File: src/rtl/ra_mult_param.sv
// Repeated-addition multiplier: adds the larger operand magnitude once per cycle,
// min(|a|,|b|) times, with signed/unsigned modes, abort and zero-operand early exit.
module ra_mult_param #(
    parameter int WIDTH = 4
) (
    input  logic                 clk,
    input  logic                 clear_n,
    input  logic                 start,
    input  logic [WIDTH-1:0]     a,
    input  logic [WIDTH-1:0]     b,
    input  logic                 signed_mode,
    input  logic                 abort,
    output logic [2*WIDTH-1:0]   product,
    output logic                 done,
    output logic                 busy,
    output logic                 cntclr,
    output logic                 cnten
);

    localparam logic [1:0] S_IDLE = 2'd0;
    localparam logic [1:0] S_LOAD = 2'd1;
    localparam logic [1:0] S_ADD  = 2'd2;
    localparam logic [1:0] S_DONE = 2'd3;

    logic [1:0]         state;
    logic [WIDTH-1:0]   a_r;
    logic [WIDTH-1:0]   b_r;
    logic               sm_r;
    logic               sign;
    logic [WIDTH-1:0]   addend;
    logic [WIDTH-1:0]   cnt;
    logic [2*WIDTH-1:0] acc;

    logic [WIDTH-1:0]   mag_a;
    logic [WIDTH-1:0]   mag_b;
    logic               a_is_big;
    logic [WIDTH-1:0]   mag_min;
    logic [2*WIDTH-1:0] acc_sum;

    // The most negative operand negates to itself, which read unsigned is its magnitude.
    always_comb begin
        mag_a    = (sm_r && a_r[WIDTH-1]) ? -a_r : a_r;
        mag_b    = (sm_r && b_r[WIDTH-1]) ? -b_r : b_r;
        a_is_big = (mag_a >= mag_b);
        mag_min  = a_is_big ? mag_b : mag_a;
        acc_sum  = acc + {{WIDTH{1'b0}}, addend};
    end

    always_ff @(posedge clk or negedge clear_n) begin
        if (!clear_n) begin
            state   <= S_IDLE;
            a_r     <= '0;
            b_r     <= '0;
            sm_r    <= 1'b0;
            sign    <= 1'b0;
            addend  <= '0;
            cnt     <= '0;
            acc     <= '0;
            product <= '0;
        end else begin
            case (state)
                S_IDLE: begin
                    if (start) begin
                        a_r   <= a;
                        b_r   <= b;
                        sm_r  <= signed_mode;
                        state <= S_LOAD;
                    end
                end
                S_LOAD: begin
                    if (abort) begin
                        state <= S_IDLE;
                    end else begin
                        sign   <= sm_r & (a_r[WIDTH-1] ^ b_r[WIDTH-1]);
                        acc    <= '0;
                        addend <= a_is_big ? mag_a : mag_b;
                        cnt    <= mag_min;
                        if (mag_min == '0) begin
                            product <= '0;
                            state   <= S_DONE;
                        end else begin
                            state   <= S_ADD;
                        end
                    end
                end
                S_ADD: begin
                    if (abort) begin
                        state <= S_IDLE;
                    end else begin
                        acc <= acc_sum;
                        cnt <= cnt - WIDTH'(1);
                        // Last iteration: the product takes the sum including this addition.
                        if (cnt == WIDTH'(1)) begin
                            product <= sign ? -acc_sum : acc_sum;
                            state   <= S_DONE;
                        end
                    end
                end
                S_DONE: state <= S_IDLE;
                default: state <= S_IDLE;
            endcase
        end
    end

    assign done   = (state == S_DONE);
    assign busy   = (state != S_IDLE);
    assign cntclr = (state == S_LOAD);
    assign cnten  = (state == S_ADD);

endmodule

File: config.mk
export PLATFORM = sky130hd
export DESIGN_NAME = ra_mult_param
export DESIGN_NICKNAME = d
export VERILOG_FILES = /design/src/rtl/ra_mult_param.sv
export SDC_FILE = /design/constraint.sdc
export NUM_CORES = 1
export LEC_CHECK = 0
export ABC_CLOCK_PERIOD_IN_PS = 4850
export CORE_MARGIN = 2
export CORE_UTILIZATION = 45
export DETAILED_ROUTE_END_ITERATION = 16
export GPL_ROUTABILITY_DRIVEN = 0
export PLACE_DENSITY = 0.73
export SKIP_LAST_GASP = 1
export SYNTH_ARGS = -nofsm -noshare
export SYNTH_HDL_FRONTEND = slang
export SYNTH_SLANG_ARGS = --single-unit
File: constraint.sdc
create_clock -name clk -period 4.85 [get_ports clk]
set_input_delay 0.485 -clock clk [delete_from_list [all_inputs] [get_ports clk]]
set_output_delay 0.485 -clock clk [all_outputs]
set_load 0.01 [all_outputs]
==> results of run 1 <==
critical path, cell delays in order (launching register included):
cell      delay [ps]
dfrtp_1          390
inv_1            100
ha_1             210
or3_1            360
and2_1           200
ha_1             280
o21ai_0          250
o21ba_2          270
mux2i_2          310
o211ai_4         160
a22o_1           260
synthesized netlist by cell type (2+ instances only):
library cell / count
o31ai_1: 3
nor4b_1: 2
nand4_1: 2
o32ai_1: 2
nor2_1: 14
a21oi_1: 9
a21oi_2: 2
clkbuf_1: 2
inv_2: 2
nand2_1: 27
mux2_2: 6
xor2_1: 5
or2_2: 3
nor3_1: 2
ha_1: 13
inv_1: 18
o21ai_1: 3
mux2i_1: 7
o211ai_1: 4
dfrtp_1: 36
nor2b_1: 3
a22oi_1: 3
nand2b_1: 5
and2_1: 2
xnor2_1: 8
nand3_1: 7
buf_2: 4
a22o_1: 10
o21ai_0: 22
logic make-up after synthesis:
family          synth area share
xor+xnor                  0.0559
compound gates             0.226
flops                      0.387
mux                       0.0650
buf+inv                   0.0457
fa+ha+maj                 0.0785
simple gates               0.142
per-layer routing:
metal	part of all wire	track usage
met4	0.0094	0.0455
met5	0	0
met3	0.039	0.0381
met2	0.50	0.316
met1	0.45	0.235
sequential cells by signal, indices dropped and copies added, names as in the netlist:
name	cells
acc	8
product	8
a_r	4
addend	4
b_r	4
cnt	4
state	2
sign	1
sm_r	1
cell type report:
class / instances / area [um^2]
clock buffer: 6 / 72.6
clock inverter: 1 / 5.00
fill: 447 / 2340
inverter: 21 / 78.8
multi-input combinational: 184 / 1320
sequential: 36 / 901
tap: 70 / 87.6
timing repair buffer: 24 / 235
cell usage in the layout, fill, tap and decap left out, types with 3 or more instances in the layout:
cell type and count:
o21ai_1 3, mux2_2 6, or2_2 3, nor2_1 14
a22o_1 10, ha_1 13, nor2b_1 3, nand2b_1 5
clkbuf_8 5, inv_1 18, nand2_1 27, clkdlybuf4s50_1 23
a21oi_1 9, o31ai_1 3, mux2i_1 7, o211ai_1 4
a22oi_1 3, nand3_1 7, xor2_1 5, xnor2_1 8
o21ai_0 22, dfrtp_1 36
power by group through the flow:
stage	registers [W]	clock network, W	logic (W)
floorplan	0.000492	0	0.000931
global placement	0.000532	0	0.00114
detailed placement	0.000537	0	0.00116
CTS	0.000532	0.000206	0.00117
global route	0.000551	0.000222	0.00132
finish	0.000534	0.000202	0.00117
path summary, 6_finish.rpt:
check,startpoint,end,slack (ps),cells past startpoint
max,b_r[0],product[6],1960,10
min,clear_n,acc[1],290,1
max reg2reg,b_r[0],product[6],1960,10
min reg2reg,product[7],product[7],500,1
max in group asynchronous,clear_n,sm_r,4040,1
min in group clk,product[7],product[7],500,1
metrics by stage:
step	setup slack [ps]	std cells	total power, W	hold WS, ps
after floorplan	2190	247	0.00142	189
after global placement	2030	335	0.00167	489
after detailed placement	1960	335	0.00170	489
after CTS	1940	342	0.00191	323
after global routing	1740	342	0.00209	353
final	1960	342	0.00191	289
==> flow_metrics.env, run 1 <==
export IMPL_firstDrtPassIters=4
export IMPL_avgSynthCellArea_um2=9.43
export IMPL_drtIter0Drc=98
export IMPL_slew_viol_final=0
export IMPL_drt_total_wl_mm=4.89
export IMPL_hold_viol=0
export IMPL_cts_sinks=36
export IMPL_num_io_pins=25
export IMPL_cts_tree="done"
export IMPL_cts_made_buffers=5
export IMPL_core_area_um2=5040
export IMPL_fin_nets=299
export IMPL_grt_overflow_total=0
export IMPL_synthTopCellsByArea="dfrtp_1 (39%), ha_1 (7.0%), o21ai_0 (4.7%)"
export IMPL_dieArea_um2=5770
export IMPL_power_density_nw_per_um2=705
export IMPL_yosysSeqAreaShare=0.387
export IMPL_cts_buffer_depth=2
export IMPL_synthCells=247
export IMPL_grt_max_degree=37
export IMPL_clk_latency_ps=290
export IMPL_fin_crit_sh=0.596
export IMPL_ys_warn_count=0
export IMPL_path_clk_slew_ps=70
export IMPL_vias_per_cell=5.41
export IMPL_die_h_um=75.9
export IMPL_stdcell_area_um2=2700
export IMPL_synth_top_area_frac=0.387
export IMPL_netlist_area_um2=2330
export IMPL_cp_max_fo=8
export IMPL_skew_ps=4.43
export IMPL_tightest_slew_ps=826
export IMPL_clock_fmax_mhz=346
export IMPL_postSynth_asyncResetShare=1.00
export IMPL_status="complete, no violations"
export IMPL_dp_hpwl_mm=3.66
export IMPL_synth_edf_count=0
export IMPL_drive_above_1_share=0.110
export IMPL_die_x_um=75.9
export IMPL_crit_required_ps=5030
export IMPL_synth_cell_types=50
export IMPL_drtAntennaViolNets=0
export IMPL_drc=0
export IMPL_min_period_ps=2890
export IMPL_arrival_ps=3070
export IMPL_wl_per_cell_um=14.3
export IMPL_utilization=0.536
export IMPL_p_comb_frac=0.613
export IMPL_synth_ff_type="dfrtp_1"
export IMPL_grt_pass1_wl_mm=8.64
export IMPL_syn_num_nets=274
export IMPL_slew_headroom=0.449
export IMPL_cts_htree_levels=2
export IMPL_clkPwrFrac=0.106
export IMPL_diodes=0
export IMPL_cts_root_buf="clkbuf_8"
export IMPL_port_buffers=24
export IMPL_finalSetupViolations=0
export IMPL_post_cts_resized=0
export IMPL_start_util=0.462
export IMPL_ir_worst_vdd_mv=0.447
export IMPL_vias=1850
export IMPL_cp_end_kind="register"
export IMPL_p_int_w=0.00101
export IMPL_crit_type="reg2reg"
export IMPL_num_rows=26
export IMPL_grt_pass1_vias=1824
export IMPL_p_leak_nw=1.16
export IMPL_antenna_found_initial=0
export IMPL_cap_viol_max_count=0
export IMPL_synth_top_cell_by_area="dfrtp_1"
export IMPL_synth_seq_cells=36
export IMPL_hold_class="in2async"
export IMPL_place_area_um2=2620
export IMPL_crit_path_start_kind="register"
export IMPL_rsz0062_at_grt="false"
export IMPL_power_share_switching=0.472
export IMPL_hold_buffers=0
export IMPL_gr_usage_all_layers=0.183
export IMPL_seq_power_share=0.281
export IMPL_p_switching_w=0.000899
export IMPL_area_growth_pct=16.0
export IMPL_cts_setup_buffers=0
export IMPL_tns_ps=0
Note: power is estimated with default switching activity, not from simulation.
==> inputs of run 2 (changes only) <==
ABC_CLOCK_PERIOD_IN_PS = 2400   (was 4850)
PLACE_DENSITY = 0.75   (was 0.73)
clock period = 2.4 ns   (was 4.85 ns; I/O delays follow)
==> run 2 against run 1 <==
Largest cell class unchanged. The flow now finishes with violations (negative setup slack). Design area increased by 13%. Sequential cell count is the same. Final cell count increased by 7.9%. Hold slack worse by 250 ps. Clock power grew 100%. First-iteration DRC count is 24% lower.
==> flow_metrics.env, run 2 (synthesis gave the netlist of run 1 again) <==
export IMPL_status="finished with violations"
export IMPL_violations="negative setup slack"
export IMPL_grt_pass1_wl_mm=9.09
export IMPL_finalSetupViolations=1
export IMPL_num_rows=26
export IMPL_power_density_nw_per_um2=1600
export IMPL_dieArea_um2=5770
export IMPL_ir_worst_vdd_mv=0.786
export IMPL_grt_max_degree=37
export IMPL_die_h_um=75.9
export IMPL_wl_per_cell_um=14.5
export IMPL_core_area_um2=5040
export IMPL_cts_buffer_depth=2
export IMPL_vias=1980
export IMPL_tightest_slew_ps=809
export IMPL_arrival_ps=2600
export IMPL_firstDrtPassIters=4
export IMPL_drc=0
export IMPL_drtAntennaViolNets=0
export IMPL_clock_fmax_mhz=413
export IMPL_cap_viol_max_count=0
export IMPL_final_common_cell="dfrtp_1"
export IMPL_cts_tree="done"
export IMPL_die_x_um=75.9
export IMPL_gr_usage_all_layers=0.196
export IMPL_path_clk_slew_ps=70
export IMPL_vias_per_cell=5.37
export IMPL_cts_made_buffers=5
export IMPL_rsz0062_at_grt="true"
export IMPL_crit_path_start_kind="register"
export IMPL_reg_top3="acc (8), product (8)"
export IMPL_stdcell_area_um2=3040
export IMPL_hold_buffers=0
export IMPL_cp_end_kind="register"
export IMPL_place_ws_ps=-36.1
export IMPL_drive_above_1_share=0.271
export IMPL_grt_overflow_total=0
export IMPL_area_growth_pct=30.6
export IMPL_fin_nets=326
export IMPL_rr_endpoint="product[4]"
export IMPL_layout_common_cells="dfrtp_1 (36), buf_4 (27), nand2_1 (25)"
export IMPL_place_area_um2=2860
export IMPL_p_leak_nw=1.30
export IMPL_min_period_ps=2420
export IMPL_num_io_pins=25
export IMPL_fin_crit_sh=1.01
export IMPL_slew_headroom=0.460
export IMPL_drtIter0Drc=74
export IMPL_dp_hpwl_mm=4.05
export IMPL_clk_latency_ps=290
export IMPL_r2r_slack_ps=-20
export IMPL_cp_max_fo=8
export IMPL_cts_htree_levels=2
export IMPL_port_buffers=24
export IMPL_setup_ws_ps=-20.2
export IMPL_slew_viol_final=0
export IMPL_grt_pass1_vias=1985
export IMPL_crit_type="reg2reg"
export IMPL_cts_sinks=36
export IMPL_utilization=0.603
export IMPL_hold_class="in2async"
export IMPL_r2r_cells=10
export IMPL_crit_required_ps=2580
export IMPL_diodes=0
export IMPL_antenna_found_initial=0
export IMPL_worstReg2RegStart="a_r[1]"
export IMPL_cts_root_buf="clkbuf_8"
export IMPL_skew_ps=7.69
export IMPL_hold_viol=0
export IMPL_drt_total_wl_mm=5.36
export IMPL_start_util=0.462
==> run 2: per-layer routing <==
metal  global-route usage  share of wire  vias up
li1                     -              -      981
met1                0.234           0.42      946
met2                0.354           0.52       45
met3               0.0345          0.036        8
met4               0.0691          0.017        0
met5                    0              0        -
==> run 2: critical path, stage by stage, from the launching register on <==
cell,delay (ps)
dfrtp_1,390
inv_2,80
ha_4,200
mux2i_4,170
inv_2,80
ha_4,250
a211oi_4,260
o21ba_4,200
mux2i_4,250
o211ai_4,160
a22o_1,260
==> run 2: final cells by class <==
class                           instances  area, um^2
Clock buffer                            6        72.6
Inverter                               21        78.8
Timing Repair Buffer                   51         438
Multi-Input combinational cell        184        1460
Fill cell                             439        2000
Clock inverter                          1        5.00
Tap cell                               70        87.6
Sequential cell                        36         901
==> run 2: power by group <==
part / switching, W / internal, W
Clock: 0.000216 / 0.000198
Combinational: 0.00169 / 0.00172
Sequential: 0.000229 / 0.000818
==> run 2: timing repair <==
action	in CTS	in global routing
setup endpoints to repair	8	15
gates resized for setup	2	14
pin swaps	2	6
buffers inserted	1	4
==> run 2: how the worst max path moves through the flow <==
stage                          from         end  slack [ps]
after floorplan              b_r[1]  product[0]          20
after CTS                    a_r[0]  product[4]          -2
after detailed placement     a_r[0]  product[4]         -40
after global placement    addend[0]  product[7]         0.5
after global routing         a_r[3]  product[4]        -140
final                        a_r[1]  product[4]         -20
==> run 2: stage by stage <==
| step | hold slack, ps | setup TNS (ps) | instances | power [W] |
|---|---|---|---|---|
| floorplan | -55.6 | 0 | 247 | 0.00318 |
| global placement | 374 | 0 | 357 | 0.00410 |
| detailed placement | 385 | -226 | 357 | 0.00418 |
| CTS | 74.1 | -1.90 | 365 | 0.00465 |
| global route | 109 | -1030 | 369 | 0.00527 |
| finish | 40.9 | -20.2 | 369 | 0.00487 |
==> inputs of run 3 (changes only) <==
CELL_PAD_IN_SITES_DETAIL_PLACEMENT = 1   (was unset)
CELL_PAD_IN_SITES_GLOBAL_PLACEMENT = 2   (was unset)
CORE_UTILIZATION = 32   (was 45)
PLACE_DENSITY = 0.83   (was 0.75)
SLEW_MARGIN = 10   (was unset)
==> run 3 against run 2 <==
The flow now finishes without violations. Combinational power grew 16%. Maximum frequency grew 0.84%. First-iteration DRC count is 27% lower. Sequential share of layout area decreased by 1.7 points. Count of clock-buffer cells in the layout down 1. Wire length grew 20%. Design area is 6.1% higher. Clock skew is 5.5 ps higher. Die area rose by 38%. Power up 13%. Largest cell class unchanged.
==> flow_metrics.env, run 3 (synthesis gave the netlist of run 1 again) <==
export IMPL_grt_overflow_total=0
export IMPL_reg_top3="acc (8), product (8)"
export IMPL_p_leak_nw=1.37
export IMPL_drive_above_1_share=0.301
export IMPL_die_x_um=89.3
export IMPL_stdcell_area_um2=3230
export IMPL_cap_viol_max_count=0
export IMPL_hold_class="in2async"
export IMPL_dp_cells=387
export IMPL_finalSetupViolations=0
export IMPL_core_area_um2=7140
export IMPL_seq_power_share=0.186
export IMPL_power_density_nw_per_um2=1710
export IMPL_drtIter0Drc=54
export IMPL_die_h_um=89.3
export IMPL_cts_made_buffers=5
export IMPL_tightest_slew_ps=833
export IMPL_cp_max_fo=8
export IMPL_multi_input_area_um2=1500
export IMPL_cts_sinks=36
export IMPL_seq_area_um2=901
export IMPL_crit_path_start_kind="register"
export IMPL_crit_required_ps=2590
export IMPL_place_area_um2=2900
export IMPL_p_int_w=0.00313
export IMPL_whs_ps=45.8
export IMPL_p_switching_w=0.00238
export IMPL_clk_latency_ps=300
export IMPL_cts_root_buf="clkbuf_8"
export IMPL_num_io_pins=25
export IMPL_drt_total_wl_mm=6.45
export IMPL_diodes=0
export IMPL_path_clk_slew_ps=90
export IMPL_start_util=0.326
export IMPL_dieArea_um2=7970
export IMPL_fin_crit_sh=1.00
export IMPL_grt_max_degree=37
export IMPL_antenna_found_initial=0
export IMPL_grt_pass1_wl_mm=10.7
export IMPL_firstDrtPassIters=4
export IMPL_final_common_cell="dfrtp_1"
export IMPL_cts_buffer_depth=2
export IMPL_cp_end_kind="register"
export IMPL_rsz0062_at_grt="true"
export IMPL_grt_pass1_vias=2181
export IMPL_clock_fmax_mhz=417
export IMPL_stdcell_count=408
export IMPL_layout_common_cells="dfrtp_1 (36), buf_4 (35), nand2_1 (26)"
export IMPL_wl_per_cell_um=15.8
export IMPL_cts_tree="done"
export IMPL_area_growth_pct=38.5
export IMPL_crit_type="reg2reg"
export IMPL_skew_ps=13.2
export IMPL_p_comb_frac=0.715
export IMPL_dp_hpwl_mm=4.78
export IMPL_drc=0
export IMPL_slew_viol_final=0
export IMPL_tns_ps=0
export IMPL_drtAntennaViolNets=0
export IMPL_clkPwrFrac=0.099
export IMPL_vias_per_cell=5.03
export IMPL_port_buffers=24
export IMPL_power_share_switching=0.432
export IMPL_gr_usage_all_layers=0.179
export IMPL_power_w=0.00551
export IMPL_min_period_ps=2400
export IMPL_arrival_ps=2590
export IMPL_cts_htree_levels=2
export IMPL_n_fill_cell=848
export IMPL_hold_buffers=0
export IMPL_ir_worst_vdd_mv=0.683
export IMPL_hold_viol=0
export IMPL_fin_nets=335
export IMPL_slew_headroom=0.445
export IMPL_num_rows=31
export IMPL_vias=2053
export IMPL_status="complete, no violations"
-- run 3: what timing repair did --
| item | 4_1_cts | 5_1_grt |
|---|---|---|
| gates resized for setup | 9 | 14 |
| pin swaps | 5 | 13 |
| setup endpoints to repair | 12 | 14 |
| buffers inserted | 10 | 4 |
-- run 3: cell type report --
type                       instances  area share
inverter                          21      0.0244
multi-input combinational        184       0.465
timing repair buffer              60       0.158
sequential                        36       0.279
clock inverter                     3      0.0132
clock buffer                       5      0.0213
tap                               99      0.0384
-- run 3: per-layer routing --
metal	global-route usage	vias to the layer above	share of wire
met4	0.0516	0	0.019
met3	0.0434	12	0.025
li1	-	995	-
met5	0	-	0
met2	0.320	34	0.53
met1	0.212	1012	0.42
-- run 3: power by group through the flow --
stage / Sequential [W] / Combinational [W] / Clock (W)
2_1_floorplan: 0.00100 / 0.00218 / 0
3_3_place_gp: 0.00102 / 0.00311 / 0
3_5_place_dp: 0.00103 / 0.00319 / 0
4_1_cts: 0.00102 / 0.00357 / 0.000560
5_1_grt: 0.00106 / 0.00429 / 0.000593
6_report: 0.00102 / 0.00394 / 0.000547
-- run 3: final timing paths --
kind / from / end / slack (ps) / cells past startpoint
min: clear_n / state[0] / 50 / 1
min in group clk: product[7] / product[7] / 500 / 1
max in group asynchronous: clear_n / acc[5] / 1830 / 1
max: sm_r / product[3] / 0.07 / 9
min reg2reg: product[7] / product[7] / 500 / 1
max reg2reg: sm_r / product[3] / 0.07 / 9
-- run 3: critical path: stages, from the launching register on --
cell and delay, ps:
dfrtp_1 400, nand2_2 110, or3_4 390, and2_4 180, ha_4 170, a211oi_4 180
o21ba_4 200, mux2i_4 260, o211ai_4 160, a22o_1 260
-- run 3: through the flow --
step	utilization	setup WS [ps]
final	0.452	0.0659
after global routing	0.452	-151
after CTS	0.439	-7.39
after detailed placement	0.407	-87.9
after global placement	0.407	-13.9
after floorplan	-	20.1
